--- src/rtl/bit_population_counter_pipe.sv ---
// Pipelined, packet-aware population counter.
// A registered adder tree counts ones (or zeros) per beat. An accumulate stage
// sums the per-beat counts over a packet ending in last_i. One global enable,
// driven by the output handshake, stalls every stage at once.
module bit_population_counter_pipe #(
  parameter int WIDTH     = 16,
  parameter int CHUNK     = 4,
  parameter int MAX_BEATS = 4,
  localparam int CNT_W    = $clog2(WIDTH * MAX_BEATS + 1)
) (
  input  logic             clk_i,
  input  logic             rst_n_i,
  input  logic [WIDTH-1:0] data_i,
  input  logic             mode_i,
  input  logic             last_i,
  input  logic             data_val_i,
  output logic             data_ready_o,
  output logic [CNT_W-1:0] data_o,
  output logic             err_o,
  output logic             data_val_o,
  input  logic             data_ready_i
);

  localparam int N      = WIDTH / CHUNK;
  localparam int LEVELS = $clog2(N);
  localparam int BEAT_W = $clog2(MAX_BEATS + 1);

  // Node count at tree level k (level 0 = leaves).
  function automatic int nodes(input int k);
    return (N + (1 << k) - 1) >> k;
  endfunction

  // Count width at tree level k.
  function automatic int cw(input int k);
    return $clog2(CHUNK * (1 << k) + 1);
  endfunction

  // Bit offset of level k inside the flat tree bus.
  function automatic int offs(input int k);
    int o;
    o = 0;
    for (int i = 0; i < k; i++) o += nodes(i) * cw(i);
    return o;
  endfunction

  localparam int TREE_W  = offs(LEVELS + 1);
  localparam int TOP_W   = cw(LEVELS);
  localparam int TOP_OFF = offs(LEVELS);

  typedef enum logic {S_IDLE, S_ACC} state_e;

  logic              en;
  logic [TREE_W-1:0] tree;  // registered node values of every level, flattened

  // When en is low the output is held and nothing upstream may move.
  assign en           = !data_val_o || data_ready_i;
  assign data_ready_o = en;

  // ---------------------------------------------------------------------------
  // Adder tree: level 0 holds leaf counts, each later level pairwise sums.
  // ---------------------------------------------------------------------------
  for (genvar k = 0; k <= LEVELS; k++) begin : g_lvl
    localparam int NK  = nodes(k);
    localparam int CW  = cw(k);
    localparam int OFF = offs(k);

    logic [NK-1:0][CW-1:0] cnt_d, cnt_q;

    if (k == 0) begin : g_leaf
      logic [WIDTH-1:0] word;
      // Leaf counts; counting zeros is counting ones of the inverted word.
      always_comb begin
        word = mode_i ? ~data_i : data_i;
        for (int j = 0; j < NK; j++)
          cnt_d[j] = CW'($countones(word[j*CHUNK +: CHUNK]));
      end
    end else begin : g_sum
      localparam int NP   = nodes(k - 1);
      localparam int PW   = cw(k - 1);
      localparam int POFF = offs(k - 1);

      logic [NP-1:0][PW-1:0] prev;
      assign prev = tree[POFF +: NP*PW];

      for (genvar j = 0; j < NK; j++) begin : g_node
        if (2*j + 1 < NP) begin : g_pair
          assign cnt_d[j] = CW'(prev[2*j]) + CW'(prev[2*j+1]);
        end else begin : g_pass
          // Odd node out is carried up unchanged.
          assign cnt_d[j] = CW'(prev[2*j]);
        end
      end
    end

    // Level register, frozen while stalled.
    always_ff @(posedge clk_i or negedge rst_n_i) begin
      if (!rst_n_i)  cnt_q <= '0;
      else if (en)   cnt_q <= cnt_d;
    end

    assign tree[OFF +: NK*CW] = cnt_q;
  end

  // ---------------------------------------------------------------------------
  // Valid / last side-band, one entry per tree level.
  // ---------------------------------------------------------------------------
  logic [LEVELS:0] vld_pipe_d, vld_pipe_q, last_pipe_d, last_pipe_q;

  // Shift valid and last alongside the tree data.
  always_comb begin
    vld_pipe_d     = vld_pipe_q;
    last_pipe_d    = last_pipe_q;
    vld_pipe_d[0]  = data_val_i;
    last_pipe_d[0] = last_i;
    for (int i = 1; i <= LEVELS; i++) begin
      vld_pipe_d[i]  = vld_pipe_q[i-1];
      last_pipe_d[i] = last_pipe_q[i-1];
    end
  end

  // Side-band register; an accepted beat is exactly data_val_i while en.
  always_ff @(posedge clk_i or negedge rst_n_i) begin
    if (!rst_n_i) begin
      vld_pipe_q  <= '0;
      last_pipe_q <= '0;
    end else if (en) begin
      vld_pipe_q  <= vld_pipe_d;
      last_pipe_q <= last_pipe_d;
    end
  end

  // ---------------------------------------------------------------------------
  // Accumulate stage: packet sum, beat count, sticky overflow.
  // ---------------------------------------------------------------------------
  state_e             state_d, state_q;
  logic [CNT_W-1:0]   acc_d, acc_q, beat_cnt, acc_sum;
  logic [BEAT_W-1:0]  beats_d, beats_q;
  logic               sat_d, sat_q, ovf;
  logic               pkt_vld_d, pkt_vld_q, pkt_err_d, pkt_err_q;
  logic [CNT_W-1:0]   pkt_cnt_d, pkt_cnt_q;

  assign beat_cnt = CNT_W'(tree[TOP_OFF +: TOP_W]);
  assign acc_sum  = acc_q + beat_cnt;
  // A beat beyond MAX_BEATS, or any beat after one, saturates the packet.
  assign ovf      = sat_q || (beats_q == BEAT_W'(MAX_BEATS));

  // Next-state and packet-complete logic for the accumulator FSM.
  always_comb begin
    state_d   = state_q;
    acc_d     = acc_q;
    beats_d   = beats_q;
    sat_d     = sat_q;
    pkt_vld_d = 1'b0;
    pkt_cnt_d = pkt_cnt_q;
    pkt_err_d = pkt_err_q;
    if (vld_pipe_q[LEVELS]) begin
      case (state_q)
        S_IDLE: begin
          if (last_pipe_q[LEVELS]) begin
            pkt_vld_d = 1'b1;
            pkt_cnt_d = beat_cnt;
            pkt_err_d = 1'b0;
          end else begin
            acc_d   = beat_cnt;
            beats_d = BEAT_W'(1);
            state_d = S_ACC;
          end
        end
        S_ACC: begin
          if (last_pipe_q[LEVELS]) begin
            pkt_vld_d = 1'b1;
            pkt_cnt_d = ovf ? '1 : acc_sum;
            pkt_err_d = ovf;
            acc_d     = '0;
            beats_d   = '0;
            sat_d     = 1'b0;
            state_d   = S_IDLE;
          end else if (ovf) begin
            acc_d = '1;
            sat_d = 1'b1;
          end else begin
            acc_d   = acc_sum;
            beats_d = beats_q + BEAT_W'(1);
          end
        end
        default: state_d = S_IDLE;
      endcase
    end
  end

  // Accumulator and completed-packet registers.
  always_ff @(posedge clk_i or negedge rst_n_i) begin
    if (!rst_n_i) begin
      state_q   <= S_IDLE;
      acc_q     <= '0;
      beats_q   <= '0;
      sat_q     <= 1'b0;
      pkt_vld_q <= 1'b0;
      pkt_cnt_q <= '0;
      pkt_err_q <= 1'b0;
    end else if (en) begin
      state_q   <= state_d;
      acc_q     <= acc_d;
      beats_q   <= beats_d;
      sat_q     <= sat_d;
      pkt_vld_q <= pkt_vld_d;
      pkt_cnt_q <= pkt_cnt_d;
      pkt_err_q <= pkt_err_d;
    end
  end

  // ---------------------------------------------------------------------------
  // Output register.
  // ---------------------------------------------------------------------------
  logic [CNT_W-1:0] out_data_d, out_data_q;
  logic             out_err_d, out_err_q, out_vld_d, out_vld_q;

  // Load on packet completion; valid drops after a transfer with nothing new.
  always_comb begin
    out_vld_d  = pkt_vld_q;
    out_data_d = pkt_vld_q ? pkt_cnt_q : out_data_q;
    out_err_d  = pkt_vld_q ? pkt_err_q : out_err_q;
  end

  // Output holding register, frozen while the consumer back-pressures.
  always_ff @(posedge clk_i or negedge rst_n_i) begin
    if (!rst_n_i) begin
      out_vld_q  <= 1'b0;
      out_data_q <= '0;
      out_err_q  <= 1'b0;
    end else if (en) begin
      out_vld_q  <= out_vld_d;
      out_data_q <= out_data_d;
      out_err_q  <= out_err_d;
    end
  end

  assign data_o     = out_data_q;
  assign err_o      = out_err_q;
  assign data_val_o = out_vld_q;

endmodule

--- config.mk ---
export PLATFORM = sky130hd
export DESIGN_NAME = bit_population_counter_pipe
export DESIGN_NICKNAME = d
export VERILOG_FILES = /design/src/rtl/bit_population_counter_pipe.sv
export SDC_FILE = /design/constraint.sdc
export NUM_CORES = 1
export LEC_CHECK = 0
export BUFFER_PORTS_ARGS = -buffer_cell sky130_fd_sc_hd__buf_2
export CAP_MARGIN = 15
export CORE_MARGIN = 4
export CORE_UTILIZATION = 23
export DETAILED_ROUTE_END_ITERATION = 10
export GPL_TIMING_DRIVEN = 0
export PLACE_DENSITY = 0.37
export SLEW_MARGIN = 0
export SYNTH_ARGS = -nofsm -noshare
export SYNTH_HDL_FRONTEND = slang
export SYNTH_SLANG_ARGS = --single-unit
--- constraint.sdc ---
create_clock -name clk_i -period 2.7 [get_ports clk_i]
set_clock_uncertainty 0.1 [all_clocks]
set_input_delay 0.54 -clock clk_i [delete_from_list [all_inputs] [get_ports clk_i]]
set_output_delay 0.54 -clock clk_i [all_outputs]
set_load 0.03 [all_outputs]
==> results.py <==
metrics = {
    "yosys": {
        "synth_top_cell_by_area": "dfrtp_1",
        "synth_nets": 397,
        "ys_seq_area_share_pct": 44.7,
        "synth_area_leaders": "dfrtp_1 45%, ha_1 9.2%, nand2_1 8.1%",
        "synth_edf_count": 0,
        "avgSynthCellArea_sq_um": 9.98,
        "synth_top_area_share_pct": 44.7,
        "syn-cell-area_sq_um": 3410,
        "syn_inst": 342,
        "synthArstFlopShare_pct": 100,
        "synthFlopType": "dfrtp_1",
        "yosysWarnings": 0,
        "synth_cell_types": 45,
        "synth_seq_cells": 61,
    },
    "run_status": {
        "status": "complete, no violations",
    },
    "power": {
        "powerDensity_nw_per_um2": 1230,
        "leakage_nw": 2.02,
        "p_total_mw": 5.03,
        "ir_worst_vdd_uv": 341,
    },
    "critical_path": {
        "cp_common_cell": "buf_2",
        "r2r_cells": 6,
        "cp-end-kind": "primary output",
        "cp.arrival_ps": 1800,
        "cp.depth": 6,
        "path_class": "register to primary output",
        "max_stage_delay_ps": 370,
        "worst_ep_required_time_ps": 2060,
        "crit_slowest_cell": "dfrtp_1",
        "cp-start-kind": "register",
        "critical-path-top-delay-family": "buffers and inverters",
        "cp.buffers_inverters": 5,
        "cp_max_fo": 10,
        "path_cells": "nor2b_1, buf_6, inv_6, buf_2, buf_2, buf_2",
    },
    "routing": {
        "drt-pass1-iter-count": 4,
        "routed_wl_mm": 7.96,
        "ant_nets": 0,
        "first_iter_violations": 44,
        "vias": 2480,
        "routedWlPerCell_um": 13.9,
        "drc": 0,
        "via_per_inst": 4.34,
    },
    "finish": {
        "regArea_sq_um": 1530,
        "post-route-util_pct": 28.2,
        "final_nets": 438,
        "n_antenna_cell": 0,
        "fillers": 1578,
        "drive_above_1_share_pct": 19.1,
        "stdcell_area_sq_um": 4090,
        "syn2layout_area_growth_pct": 19.8,
        "instances_no_fill": 572,
        "multi_input_area_sq_um": 1750,
    },
    "clocking": {
        "clk_pin_slew_ps": 50,
        "post_cts_buffers": 0,
        "cts_resized": 0,
        "numCtsBuffers": 9,
        "clockRootBuffer": "clkbuf_16",
        "clockBufferDepth": 2,
        "htreeDepth": 3,
        "cts_tree": "yes",
        "insertion_delay_ps": 330,
        "cts_hold_buf": 0,
        "cts.sinks": 61,
    },
    "timing": {
        "period_needed_ps": 2440,
        "finalCritPeriodShare_pct": 90.5,
        "max_freq_ghz": 0.409,
        "whs_ps": 195,
        "rsz0062_at_grt": "false",
        "setup_violations": 0,
        "tightest_slew_ps": 795,
        "fin_tns_setup_ps": 0,
        "slew_violations": 0,
        "fin_ws_ps": 256,
        "hold_violations": 0,
        "slew_headroom_pct": 47.0,
    },
    "place": {
        "dpl-instance-area_sq_um": 3800,
        "hpwl_mm": 5.64,
        "pre_cts_ws_ps": 84.7,
        "place_congestion": 0.775,
        "port_buffers": 30,
        "dp.cells": 556,
    },
    "global_routing": {
        "grt_util_all_layers_pct": 10.2,
        "grt_pass1_wl_mm": 13.3,
        "antenna_found_initial": 0,
        "grt_max_degree": 62,
        "overflow": 0,
        "grt_pass1_vias": 2615,
    },
    "floorplanning": {
        "die_w_um": 130,
        "die_area_sq_um": 16900,
        "die_height_um": 130,
        "num_io_pins": 32,
        "coreArea_sq_um": 14500,
        "start_util_pct": 23.5,
        "rows": 44,
    },
    "min_path": {
        "hold_class": "input port to async pin",
    },
    "job": {
        "cap_violations": 0,
    },
}
power breakdown:
group | internal [mW] | total, mW | leakage (nW) | switching [mW]
Sequential | 1.33 | 1.60 | 0.754 | 0.267
Combinational | 0.947 | 2.29 | 1.12 | 1.34
Clock | 0.736 | 1.14 | 0.143 | 0.404
Total | 3.02 | 5.03 | 2.02 | 2.01
cell usage in the layout (no fill, tap or decap), types with 2 or more instances in the layout:
cell,instances
nand2_1,74
dfrtp_1,61
buf_2,41
ha_1,25
xor2_1,20
a21oi_1,19
nor2_1,18
o21ai_0,14
inv_1,13
a21o_1,9
mux2_2,9
clkbuf_16,9
fa_1,8
nand3_1,5
clkbuf_1,5
nor2b_1,3
mux2i_1,3
nor3_1,3
nand3b_1,3
o31ai_1,3
a211oi_1,3
nand2b_1,3
nand4_1,3
a211o_1,2
a21o_2,2
nor4_1,2
o41ai_1,2
a22o_1,2
clkinv_2,2
cell type report:
cell class                 instances  area share, %
buffer                            16           2.02
clock buffer                      12           6.02
clock inverter                     4           1.16
inverter                          14           1.41
multi-input combinational        251           42.7
sequential                        61           37.3
tap                              184           5.63
timing repair buffer              30           3.73
per-layer routing:
layer,vias to the layer above,wire (um),track usage [%],part of all wire [%]
li1,1250,-,-,-
met5,-,0,0,0
met4,0,79,3.06,0.99
met2,45,3850,17.3,48
met3,7,294,2.91,3.7
met1,1178,3730,12.6,47
synth_stat cells, drive strengths merged (2+ instances only):
library cell and n:
fa 8, a211oi 3, a22o 2, nor2 18
mux2 9, o21ai 14, clkbuf 3, dfrtp 61
nand3b 3, nor3 3, inv 14, nand2b 3
mux2i 3, buf 13, a21o 11, a21oi 19
o41ai 2, nor4 2, ha 25, nand2 75
o31ai 3, nand4 3, nor2b 3, nand3 6
a211o 3, xor2 20
worst reg2reg max path, cell delays in order (launching register included):
cell       delay [ps]
dfrtp_1           400
ha_1              250
fa_1              420
a21o_2            250
a211oi_1          530
o2111ai_1         190
nor3b_1           180
registers in the layout, indices dropped and copies added, names as in the netlist:
signal,cells
vld_pipe_q,3
state_q,1
acc_q,7
g_lvl.cnt_q,25
beats_q,3
pkt_cnt_q,7
sat_q,1
last_pipe_q,3
data_val_o,1
err_o,1
out_vld_d,1
pkt_err_q,1
data_o,7
path summary, 6_finish.rpt:
| kind | start | slack [ps] | to |
|---|---|---|---|
| setup / recovery | data_val_o$_DFFE_PN0N_ | 260 | data_ready_o |
| hold / removal | rst_n_i | 200 | data_o[3]$_DFFE_PN0P_ |
| setup reg to reg | g_lvl[2].cnt_q[0]$_DFFE_PN0N_ | 270 | pkt_cnt_q[6]$_DFFE_PN0P_ |
| hold reg to reg | last_pipe_q[0]$_DFFE_PN0N_ | 360 | last_pipe_q[0]$_DFFE_PN0N_ |
| max in group asynchronous | rst_n_i | 1780 | acc_q[5]$_DFFE_PN0P_ |
| min in group clk_i | data_val_i | 310 | vld_pipe_q[0]$_DFFE_PN0N_ |
logic make-up after synthesis:
logic type | share of synthesized area, %
adder cells (fa/ha/maj) | 13.9
AO/OA/AOI/OAI | 12.3
buffers and inverters | 4.10
XOR/XNOR | 5.39
multiplexers | 3.85
AND/OR/NAND/NOR | 15.8
flip-flops | 44.7
(Power assumes the default switching activity.)
